[config.mk]
export PLATFORM = sky130hd
export DESIGN_NAME = hazard_ctl
export DESIGN_NICKNAME = d
export VERILOG_FILES = /design/src/rtl/cu_pkg.sv /design/src/rtl/cu_scoreboard.sv /design/src/rtl/hazard_ctl.sv
export SDC_FILE = /design/constraint.sdc
export NUM_CORES = 1
export LEC_CHECK = 0
export CAP_MARGIN = 20
export CORE_MARGIN = 2
export CORE_UTILIZATION = 30
export CTS_CLUSTER_DIAMETER = 40
export CTS_CLUSTER_SIZE = 30
export DETAILED_ROUTE_END_ITERATION = 12
export PLACE_DENSITY_LB_ADDON = 0.3
export RECOVER_POWER = 100
export SLEW_MARGIN = 25
export SYNTH_ARGS = -nofsm -noshare
export SYNTH_HDL_FRONTEND = slang
export SYNTH_SLANG_ARGS = --single-unit
export TNS_END_PERCENT = 5
[constraint.sdc]
create_clock -name clk -period 4.26 [get_ports clk]
set_clock_uncertainty 0.2 [all_clocks]
set_input_delay 0.852 -clock clk [delete_from_list [all_inputs] [get_ports clk]]
set_output_delay 0.852 -clock clk [all_outputs]
set_load 0.02 [all_outputs]
[src/rtl/cu_pkg.sv]
// Shared definitions for the pipeline control unit: RISC-V major opcodes,
// default register index width, back-end stage indices and a select-width helper.
package cu_pkg;

    localparam int REG_W = 5;

    localparam logic [6:0] op_lui    = 7'b0110111;
    localparam logic [6:0] op_auipc  = 7'b0010111;
    localparam logic [6:0] op_jal    = 7'b1101111;
    localparam logic [6:0] op_jalr   = 7'b1100111;
    localparam logic [6:0] op_branch = 7'b1100011;
    localparam logic [6:0] op_load   = 7'b0000011;
    localparam logic [6:0] op_store  = 7'b0100011;
    localparam logic [6:0] op_imm    = 7'b0010011;
    localparam logic [6:0] op_reg    = 7'b0110011;
    localparam logic [6:0] op_fence  = 7'b0001111;
    localparam logic [6:0] op_system = 7'b1110011;

    localparam int EX  = 0;
    localparam int MEM = 1;
    localparam int WB  = 2;

    // Width needed to name any of n_stg stages; never narrower than one bit.
    function automatic int sel_w(input int n_stg);
        return (n_stg <= 2) ? 1 : $clog2(n_stg);
    endfunction

endpackage

[src/rtl/cu_scoreboard.sv]
// Per-register busy bits for results still owed by long-latency units.
// A write-back in the current cycle is already visible on the read ports.
module cu_scoreboard import cu_pkg::*; #(
    parameter int N_REG = 32,
    parameter int REG_W = cu_pkg::REG_W
) (
    input  logic             clk,
    input  logic             rst,
    input  logic             set_en,
    input  logic [REG_W-1:0] set_rd,
    input  logic             clr_en,
    input  logic [REG_W-1:0] clr_rd,
    input  logic [REG_W-1:0] rs1,
    input  logic [REG_W-1:0] rs2,
    input  logic [REG_W-1:0] rd,
    output logic             rs1_busy,
    output logic             rs2_busy,
    output logic             rd_busy,
    output logic [N_REG-1:0] busy
);

    logic [N_REG-1:0] clr_mask;
    logic [N_REG-1:0] busy_eff;

    always_comb begin
        clr_mask = '0;
        if (clr_en) clr_mask[clr_rd] = 1'b1;
    end

    // The result lands in the register file this cycle, so a reader may issue now.
    assign busy_eff = busy & ~clr_mask;
    assign rs1_busy = busy_eff[rs1];
    assign rs2_busy = busy_eff[rs2];
    assign rd_busy  = busy_eff[rd];

    // Set is applied after clear so a new producer keeps ownership of its rd.
    always_ff @(posedge clk or posedge rst) begin
        if (rst) begin
            busy <= '0;
        end else begin
            busy <= busy & ~clr_mask;
            if (set_en && set_rd != '0) busy[set_rd] <= 1'b1;
        end
    end

endmodule

[src/rtl/hazard_ctl.sv]
// Pipeline hazard controller: RAW/WAW detection, registered forwarding selects,
// stall/bubble generation and long-latency scoreboard. Macro CU_FORWARD_EN enables forwarding.
module hazard_ctl import cu_pkg::*; #(
    parameter int N_STG = 3,
    parameter int N_REG = 32,
    parameter int REG_W = cu_pkg::REG_W,
    parameter int SEL_W = sel_w(N_STG)
) (
    input  logic                   clk,
    input  logic                   rst,
    input  logic                   mem_stall,
    input  logic                   amo_req,
    input  logic                   amo_ack,
    input  logic                   id_valid,
    input  logic [REG_W-1:0]       id_rs1,
    input  logic [REG_W-1:0]       id_rs2,
    input  logic                   id_rs1_use,
    input  logic                   id_rs2_use,
    input  logic [REG_W-1:0]       id_rd,
    input  logic                   id_wr,
    input  logic                   id_early,
    input  logic                   id_long,
    input  logic [N_STG-1:0]       stg_valid,
    input  logic [N_STG-1:0]       stg_wr,
    input  logic [N_STG*REG_W-1:0] stg_rd,
    input  logic [N_STG-1:0]       stg_rdy,
    input  logic                   lu_done,
    input  logic [REG_W-1:0]       lu_rd,
    output logic                   stall_fe,
    output logic                   stall_be,
    output logic                   bubble,
    output logic                   a_fw,
    output logic [SEL_W-1:0]       a_sel,
    output logic                   b_fw,
    output logic [SEL_W-1:0]       b_sel,
    output logic [N_REG-1:0]       busy
);

    logic             freeze, haz, waw, a_haz, b_haz, sb_set;
    logic             a_hit, b_hit, a_stg_haz, b_stg_haz;
    logic             rs1_busy, rs2_busy, rd_busy;
    logic [SEL_W-1:0] a_idx, b_idx;

    // Scan oldest to youngest so the youngest matching stage is the one left standing.
    always_comb begin
        a_hit = 1'b0; a_idx = '0; a_stg_haz = 1'b0;
        b_hit = 1'b0; b_idx = '0; b_stg_haz = 1'b0;
        for (int i = N_STG - 1; i >= 0; i--) begin
            if (stg_valid[i] && stg_wr[i] && id_rs1_use && id_rs1 != '0 &&
                stg_rd[i*REG_W +: REG_W] == id_rs1) begin
                a_hit = 1'b1;
                a_idx = SEL_W'(i);
`ifdef CU_FORWARD_EN
                a_stg_haz = !stg_rdy[i] || (id_early && i != N_STG - 1);
`else
                a_stg_haz = 1'b1;
`endif
            end
            if (stg_valid[i] && stg_wr[i] && id_rs2_use && id_rs2 != '0 &&
                stg_rd[i*REG_W +: REG_W] == id_rs2) begin
                b_hit = 1'b1;
                b_idx = SEL_W'(i);
`ifdef CU_FORWARD_EN
                b_stg_haz = !stg_rdy[i] || (id_early && i != N_STG - 1);
`else
                b_stg_haz = 1'b1;
`endif
            end
        end
    end

    assign freeze = mem_stall | (amo_req & ~amo_ack);
    assign a_haz  = (a_hit & a_stg_haz) | (rs1_busy & id_rs1_use);
    assign b_haz  = (b_hit & b_stg_haz) | (rs2_busy & id_rs2_use);
    assign waw    = id_wr & id_long & rd_busy;
    assign haz    = id_valid & (a_haz | b_haz | waw);

    assign stall_be = rst | freeze;
    assign stall_fe = rst | freeze | haz | amo_req;
    assign bubble   = ~rst & haz & ~freeze;
    assign sb_set   = id_valid & id_long & id_wr & (id_rd != '0) & ~haz & ~freeze;

    // Selects only move when the ID instruction actually advances into EX.
    always_ff @(posedge clk or posedge rst) begin
        if (rst) begin
            a_sel <= '0;
            b_sel <= '0;
        end else if (!freeze && !haz) begin
            if (a_hit) a_sel <= a_idx;
            if (b_hit) b_sel <= b_idx;
        end
    end

`ifdef CU_FORWARD_EN
    always_ff @(posedge clk or posedge rst) begin
        if (rst) begin
            a_fw <= 1'b0;
            b_fw <= 1'b0;
        end else if (!freeze && !haz) begin
            a_fw <= a_hit;
            b_fw <= b_hit;
        end
    end
`else
    logic unused_nofwd;
    assign unused_nofwd = ^{stg_rdy, id_early};
    assign a_fw = 1'b0;
    assign b_fw = 1'b0;
`endif

    cu_scoreboard #(
        .N_REG (N_REG),
        .REG_W (REG_W)
    ) u_sb (
        .clk      (clk),
        .rst      (rst),
        .set_en   (sb_set),
        .set_rd   (id_rd),
        .clr_en   (lu_done),
        .clr_rd   (lu_rd),
        .rs1      (id_rs1),
        .rs2      (id_rs2),
        .rd       (id_rd),
        .rs1_busy (rs1_busy),
        .rs2_busy (rs2_busy),
        .rd_busy  (rd_busy),
        .busy     (busy)
    );

endmodule

=== Word level (Yosys, flattened, before mapping) ===
Index checks and enable logic that the tools add are counted.
Widths: inputs -> output; s select.

* Magnitude comparators: 6
* Equality and inequality tests: 6
* Multiplexer cells: 24
* Bitwise operators: 28
* Reductions and logical operators: 32

{| class="wikitable"
|+ Operators with widths
! kind !! count
|-
| $mux 32 || 2
|-
| $and 32x32->32 || 1
|-
| $not 32->32 || 1
|-
| $or 32x32->32 || 1
|-
| $eq 5x5->1 || 6
|-
| $logic_and 1x1->1 || 25
|-
| $lt 5x6->1 const B || 4
|-
| $bmux 1 s5 || 3
|-
| $reduce_bool 5->1 || 3
|-
| $and 1x1->1 || 13
|-
| $mux 2 || 6
|-
| $mux 1 || 11
|-
| $demux 1 s5 || 2
|-
| $ge 5x1->1 const B || 2
|-
| $or 1x1->1 || 8
|-
| $not 1->1 || 4
|-
| $reduce_and 2->1 || 2
|-
| $logic_not 1->1 || 2
|}

* Flip-flop bits (word level): 36
* Input bits: 56
* Output and inout port bits: 41
* Word-level logic and storage cells: 99

=== Longest topological paths before layout ===
Gate-level depths: netlist (run 1).

* Depth after elaboration: 19
* Depth in mapped cells: 11
* Depth with buffers taken out: 9

=== Hierarchy ===
Synthesis (run 1) repeated with hierarchy kept, for this count alone.

* Cells, all modules: 415
* Area total of the unflattened synthesis: 3,587.2 um^2

{| class="wikitable"
|+ Modules (own cells, without submodules)
! module !! times used !! cells each !! area an instance (um^2) !! seq. area each (um^2)
|-
| cu_scoreboard || 1 || 324 || 2,847.7 || 800.8
|-
| hazard_ctl || 1 || 91 || 739.5 || 100.1
|}

=== Worst setup path after synthesis (run 1) ===
No wires, ideal clock.

* Kind: input -> output
* Start point: input port id_rs2[4]
* End point: output port stall_fe
* Arrival time: 3.266 ns
* Required time: 3.208 ns
* Setup slack: -0.058 ns
* Stages on the path: 9
* Path buffers: 1
* Path through: clkbuf_1 > or4_1 > o21ai_0 > nor4_1 > or2_2 > nor3_1 > o31ai_1 > a221oi_1 > nand2_1

* Cells in the longest elaborated chain, start to end: 12
* Elaborated cells on any way between the ends: 22
* Those cells by class: 3 x eq/ne; 5 x mux; 7 x bitwise; 7 x reduce/logical

{| class="wikitable"
|+ Ends and longest elaborated chain
! what !! RTL line !! source
|-
| start, declared || hazard_ctl.sv:16 || <nowiki>input logic [REG_W-1:0] id_rs2,</nowiki>
|-
| parallel branches: the longest is 6 deep, another holds $bmux 1 s5 || -- ||
|-
| $or 1x1->1 (*) || hazard_ctl.sv:74 || <nowiki>assign b_haz = (b_hit & b_stg_haz) | (rs2_busy & id_rs2_use);</nowiki>
|-
| $or 1x1->1 (*) (2 in a row) || hazard_ctl.sv:76 || <nowiki>assign haz = id_valid & (a_haz | b_haz | waw);</nowiki>
|-
| $and 1x1->1 (*) || hazard_ctl.sv:76 ||
|-
| $or 1x1->1 (*) (2 in a row) || hazard_ctl.sv:79 || <nowiki>assign stall_fe = rst | freeze | haz | amo_req;</nowiki>
|-
| end, declared || hazard_ctl.sv:29 || <nowiki>output logic stall_fe,</nowiki>
|}

Every way passes the cells marked *. The select of a mux whose other input is x is not followed.

=== Worst setup path in the final report (run 1) ===
* Start point: input port id_rs2[3]
* End point: output port bubble

* Cells in the longest elaborated chain, start to end: 12
* Elaborated cells on any way between the ends: 22
* Those cells by class: 3 x eq/ne; 5 x mux; 7 x bitwise; 7 x reduce/logical

{| class="wikitable"
|+ Ends and longest elaborated chain
! what !! RTL line !! source
|-
| parallel branches: the longest is 6 deep, another holds $bmux 1 s5 || -- ||
|-
| $or 1x1->1 (*) || hazard_ctl.sv:74 ||
|-
| $or 1x1->1 (*) (2 in a row) || hazard_ctl.sv:76 ||
|-
| $and 1x1->1 (*) || hazard_ctl.sv:76 ||
|-
| $and 1x1->1 (*) (2 in a row) || hazard_ctl.sv:80 || <nowiki>assign bubble = ~rst & haz & ~freeze;</nowiki>
|-
| end, declared || hazard_ctl.sv:31 || <nowiki>output logic bubble,</nowiki>
|}

Marks and branches as above.

==> run_results.csv, run 1 <==
group,metric,value,unit
run_status,outcome,"finished, violations left",
run_status,violations,"max-capacitance violations, max-slew violations, negative setup slack",
timing,setup_viol,2,
route,dr.pass1.iters,5,
die,start_util,0.308,
synthesis,syn_area,0.00335,mm^2
place,port_buffers,90,
grt,grt-ovfl-total,0,
die,core-area,0.0109,mm^2
synthesis,ys_top_cells_by_count,"o21ai_0, dfrtp_1, nand2_1, nor2_1, xnor2_1",
synthesis,synth_top_area_share,0.269,
clocking,cts-buffers-inserted,5,
route,routedWlPerCell,21.8,um
clocking,ctsHoldBuffers,0,
route,vias_per_cell,5.78,
timing,hold_viol_final,0,
timing,slew_violations,37,
hold_path,holdCritPathClass,"flop to flop",
grt,grt_pass1_wl,24.4,mm
synthesis,synth-seq-area-share,0.269,
timing,worst_slew_pin_slew,1970,ps
synthesis,synth_edf_count,0,
route,finalWirelength,16.6,mm
clocking,clkLatencyLatePin,290,ps
setup_path,path_class,"primary input to output pin",
power,leakage,2.40,nW
clocking,root_buffer,"clkbuf_8",
layout,stdcell_area,0.00572,mm^2
synthesis,async_flop_share,1.00,
power,powerDensity,202,mW/mm^2
timing,max_freq,227,MHz
run,maxCapViolCount,1,
synthesis,ys_types,59,
layout,drive_gt1_frac,0.337,
grt,grt_pass1_vias,4383,
place,placed_cell_area,0.00535,mm^2
die,die-area,0.0120,mm^2
synthesis,yosysMostFrequentCell,"o21ai_0",
die,die_x,110,um
setup_path,critical-path-slowest-cell,"clkdlybuf4s50_1",
grt,grt_max_degree,37,
synthesis,synth_ff_type,"dfrtp_1",
die,row_count,38,
timing,slew_headroom,-0.314,
route,vias,4400,
synthesis,yosys.area.top_type,"dfrtp_1",
layout,antennaDiodeCount,0,
synthesis,syn_avg_cell_area,8.27,um^2
synthesis,synthTopCellsByArea,"dfrtp_1, xnor2_1, o21ai_0",
setup_path,path_buf_inv,5,
setup_path,cpLargestDelayFamily,"buffers and inverters",
place,dp_slack,-977,ps
route,antenna_left,0,
layout,area_delta_synth_final,70.9,%
timing,fin_ws,-149,ps
place,gp_congestion,1.04,
timing,period_needed,4410,ps
die,ios,97,
setup_path,worstPathMaxFanout,3,
setup_path,crit_chain,"clkdlybuf4s50_1 -> or4_1 -> o21ai_2 -> buf_4 -> or4_1 -> nand2_1 -> nor3_2 -> buf_4 -> o31ai_4 -> a221oi_2 -> buf_4 -> nor2_4 -> buf_6",
power,peakVddDrop,0.115,mV
synthesis,synthCells,405,
clocking,numClockSinks,36,
setup_path,crit_arrival,3360,ps
timing,rsz0062_at_grt,"yes",
grt,antenna_found_initial,0,
place,hpwl,13.2,mm
layout,final_nets,676,
synthesis,ys_ff_latch,36,
grt,gr-usage-all-layers,0.276,
setup_path,crit_path_start_kind,"primary input",
route,drtIter0Drc,375,
setup_path,path_common_cell,"buf_4",
clocking,cts_max_level,2,
timing,period_share,1.03,
die,fp.dieH,110,um
synthesis,ys_warn_count,0,
clocking,path_clk_slew,80,ps
setup_path,cp.required,3210,ps
route,drc_errors,0,
setup_path,cp-end-kind,"output pin",
clocking,cts_max_path_buffers,2,
setup_path,critPathMaxStageDelay,420,ps
clocking,cts_tree,"built",
-- report_power, final --
part           leakage [nW]  internal (mW)  switching (mW)  total, mW
clock network        0.0541          0.173           0.137      0.310
registers             0.488          0.357          0.0179      0.375
logic                  1.86          0.228           0.241      0.469
total                  2.40          0.759           0.395       1.15
-- state kept, by name (all words and copies together), names as in the netlist --
name and cells:
b_sel 2, u_sb.busy 32, a_sel 2
-- cells by family (layout without fill, tap and decap cells) --
logic type / count (synthesis) / count (layout) / synth area share
AOI/OAI and AO/OA: 139 / 139 / 0.313
and+or+nand+nor: 139 / 139 / 0.223
buffers and inverters: 40 / 255 / 0.0523
DFF: 36 / 36 / 0.269
xor gates and xnor gates: 31 / 31 / 0.0811
muxes: 19 / 19 / 0.0605
other: 1 / 2 / 0.00112
-- layer usage --
metal	up-vias	track usage	wire (um)
li1	2018	-	-
met5	-	0	0
met1	2105	0.335	6780
met4	0	0.131	715
met2	224	0.470	7810
met3	53	0.0486	1250
-- area by class of cell --
cell class / count / area (um^2)
timing repair buffer: 237 / 2060
fill: 1039 / 5160
clock inverter: 3 / 42.5
clock buffer: 5 / 68.8
tap: 140 / 175
multi-input combinational: 330 / 2440
sequential: 36 / 901
inverter: 10 / 37.5
-- tightest hold or removal path: cells and delay by family, from the launching register on --
family / cells / cell delay [ps]
DFF: 1 / 350
and+or+nand+nor: 1 / 50
AOI/OAI and AO/OA: 1 / 120
-- through the flow --
stage / setup TNS, ps / hold WS, ps / cells / total power, mW / utilization
4_1_cts: -156 / 361 / 755 / 1.14 / 0.514
3_5_place_dp: -6190 / 343 / 744 / 0.818 / 0.491
6_report: -283 / 355 / 761 / 1.15 / 0.526
5_1_grt: -564 / 389 / 761 / 1.21 / 0.526
3_3_place_gp: -4940 / 340 / 744 / 0.816 / 0.491
2_1_floorplan: 0 / 436 / 406 / 0.570 / -
-- worst paths after layout --
kind	from	to	slack, ps	cells after the start
min in group asynchronous	rst	b_sel[1]$_DFFE_PP0P_	1520	3
worst min register to register	b_sel[1]$_DFFE_PP0P_	b_sel[1]$_DFFE_PP0P_	360	2
max in group asynchronous	rst	u_sb.busy[20]$_DFF_PP0_	1200	3
worst max-delay path	id_rs2[3]	bubble	-150	13
worst max register to register	u_sb.busy[6]$_DFF_PP0_	u_sb.busy[17]$_DFF_PP0_	1200	10
worst min-delay path	b_sel[1]$_DFFE_PP0P_	b_sel[1]$_DFFE_PP0P_	360	2
-- cell usage in the layout, fill, tap and decap left out, types with 3 or more instances in the layout --
master           netlist  final
nor3_1                14     13
nand2_1               29     27
nor4_2                 0      3
nand4_1               14     14
nand4b_1               4      4
xor2_1                 7      6
o21ai_2                0      5
nand2b_1               9      5
xnor2_1               24     24
or4_1                  6      6
o21ai_1                3      5
o211ai_1              11     11
and3_1                 4      4
nand2b_4               0      4
o2111ai_1              9      8
or2_2                  5      3
a221oi_1               4      3
buf_4                  2    137
nor2b_1                7      6
dlymetal6s2s_1         0      4
o21ai_0               37     29
o41ai_2                5      5
mux2i_1                9      9
clkdlybuf4s50_1        0     70
clkbuf_8               0      5
dlygate4sd2_1          0      7
nor2_1                25     24
inv_1                 10     10
mux2_2                10     10
a31oi_1                6      6
buf_6                  2     11
nand3_1               10     10
a21o_1                 3      3
o31ai_1               13     12
o311ai_0               7      7
dfrtp_1               36     36
o41ai_1               15     15
-- repair_timing --
| item | 4_1_cts | 5_1_grt |
|---|---|---|
| setup endpoints to repair | 2 | 2 |
| buffers inserted | 3 | 6 |
| pin swaps | 8 | 10 |
| gates resized for setup | 80 | 21 |
(Power assumes the default switching activity.)
==> run 2, diff against run 1 <==
--- a/config.mk
+++ b/config.mk
@@ -11,7 +11,8 @@
 export CTS_CLUSTER_DIAMETER = 40
 export CTS_CLUSTER_SIZE = 30
 export DETAILED_ROUTE_END_ITERATION = 12
-export PLACE_DENSITY_LB_ADDON = 0.3
+export GPL_ROUTABILITY_DRIVEN = 1
+export PLACE_DENSITY = 0.57
 export RECOVER_POWER = 100
 export SLEW_MARGIN = 25
 export SYNTH_ARGS = -nofsm -noshare
==> run 2 against run 1 <==
The flow still finishes with violations (max-capacitance violations, max-slew violations, negative setup slack). Die area stayed put. Sequential share of layout area grew 0.39 points. Sequential cell count did not move. Critical endpoint unchanged. Largest cell class unchanged.
==> run_results.csv, run 2 (synthesized netlist as in run 1, its figures left out) <==
group,metric,value,unit
run_status,outcome,"finished, violations left",
run_status,violations,"max-capacitance violations, max-slew violations, negative setup slack",
setup_path,crit_arrival,3380,ps
layout,fin_cells,760,
setup_path,cp.required,3210,ps
clocking,clkLatencyLatePin,290,ps
timing,hold_viol_final,0,
setup_path,path_class,"primary input to output pin",
die,ios,97,
route,antenna_left,0,
grt,grt_pass1_wl,24.6,mm
layout,final_nets,675,
clocking,ctsHoldBuffers,0,
clocking,root_buffer,"clkbuf_8",
grt,antenna_found_initial,0,
die,fp.dieH,110,um
route,vias_per_cell,5.78,
timing,period_needed,4430,ps
layout,regMostFlops,"u_sb.busy",
power,leakage,2.42,nW
timing,slew_headroom,-0.322,
timing,setup_viol,2,
route,routedWlPerCell,22.0,um
timing,max_freq,226,MHz
die,die-area,0.0120,mm^2
layout,mostFrequentLayoutCells,"buf_4, clkdlybuf4s50_1, dlygate4sd3_1",
route,drc_errors,0,
grt,gr-usage-all-layers,0.280,
setup_path,crit_path_start_kind,"primary input",
layout,nFillCells,1065,
die,core-area,0.0109,mm^2
route,vias,4392,
setup_path,worstPathMaxFanout,5,
route,dr.pass1.iters,5,
layout,layout_commonest_cell,"buf_4",
clocking,path_clk_slew,80,ps
timing,slew_violations,37,
layout,stdcell_area,0.00559,mm^2
setup_path,r2r_cells,9,
power,powerDensity,208,mW/mm^2
layout,area_delta_synth_final,66.8,%
timing,fin_ws,-174,ps
layout,antennaDiodeCount,0,
timing,rsz0062_at_grt,"yes",
layout,reg_top3,"u_sb.busy: 32 flops, a_sel: 2 flops, b_sel: 2 flops",
layout,largest_reg_flops,32,
layout,drive_gt1_frac,0.310,
setup_path,cp-end-kind,"output pin",
die,start_util,0.308,
clocking,numClockSinks,36,
timing,period_share,1.04,
run,maxCapViolCount,1,
place,port_buffers,90,
power,peakVddDrop,0.181,mV
timing,worst_slew_pin_slew,1980,ps
hold_path,hold_depth,2,
timing,fin_tns_setup,-334,ps
clocking,cts_max_path_buffers,2,
clocking,cts_max_level,2,
route,finalWirelength,16.8,mm
place,dp.cells,750,
clocking,cts_tree,"built",
place,hpwl,13.4,mm
grt,grt-ovfl-total,0,
place,gp_congestion,1.01,
die,row_count,38,
clocking,cts-buffers-inserted,5,
hold_path,holdCritPathClass,"flop to flop",
grt,grt_pass1_vias,4398,
die,die_x,110,um
route,drtIter0Drc,263,
grt,grt_max_degree,37,
place,placed_cell_area,0.00540,mm^2
## run 2: cell count changes in the layout (fill, tap and decap cells not counted), moves of 2 or more
cell,delta
dlygate4sd3_1,+36
clkdlybuf4s50_1,-32
buf_6,-5
o41ai_1,+5
o41ai_2,-5
dlymetal6s2s_1,-4
buf_4,+3
nor4_1,+3
nor4_2,-3
o21ai_2,-3
clkbuf_8,+2
nand2b_4,-2
o21ai_1,+2
## run 2: final cells by class
cell class	instances	area [um^2]	area share
inverters	10	37.5	0.00672
flip-flops and latches	36	901	0.161
clock buffers	7	96.3	0.0172
clock inverters	1	30.0	0.00538
well taps	140	175	0.0314
repair buffers	236	2010	0.360
multi-input cells	330	2340	0.418
## run 2: final timing paths
kind / end / slack [ps] / start
max in group asynchronous: u_sb.busy[19]$_DFF_PP0_ / 1160 / rst
worst min-delay path: b_sel[1]$_DFFE_PP0P_ / 360 / b_sel[1]$_DFFE_PP0P_
worst max register to register: u_sb.busy[1]$_DFF_PP0_ / 890 / u_sb.busy[6]$_DFF_PP0_
worst min register to register: b_sel[1]$_DFFE_PP0P_ / 360 / b_sel[1]$_DFFE_PP0P_
min in group asynchronous: a_sel[0]$_DFFE_PP0P_ / 1540 / rst
worst max-delay path: bubble / -170 / lu_rd[0]
## run 2: worst max-delay path: stages
cell and delay, ps:
clkdlybuf4s15_2 240, nand2b_4 200, buf_4 150, buf_4 150
o21ai_4 170, o32ai_1 100, or4_1 480, a31oi_1 160
nand4_1 200, a221oi_2 350, buf_4 190, nor2_4 30
buf_6 120
## run 2: metrics by stage
| step | setup slack, ps | hold slack, ps | util | power [mW] |
|---|---|---|---|---|
| 3_3_place_gp | -1030 | 347 | 0.496 | 0.821 |
| 6_report | -174 | 358 | 0.513 | 1.16 |
| 4_1_cts | -133 | 361 | 0.518 | 1.17 |
| 5_1_grt | -321 | 382 | 0.513 | 1.20 |
| 3_5_place_dp | -984 | 346 | 0.496 | 0.820 |
| 2_1_floorplan | 113 | 436 | - | 0.570 |
## run 2: what timing repair did
item / 4_1_cts / 5_1_grt
pin swaps: 9 / 2
endpoints found under the hold margin: 0 / 0
resized for setup: 73 / 5
setup buffers: 3 / 0
setup endpoints to repair: 5 / 2
## run 2: routing by layer
metal	up-vias	track usage	share of wire
li1	2022	-	-
met1	2090	0.347	0.42
met2	236	0.484	0.47
met3	44	0.0350	0.071
met4	0	0.127	0.042
met5	-	0	0
## run 2: power breakdown
group	internal (mW)	leakage (nW)	switching, mW
clock	0.207	0.0645	0.135
sequential	0.357	0.488	0.0160
combinational	0.210	1.87	0.234
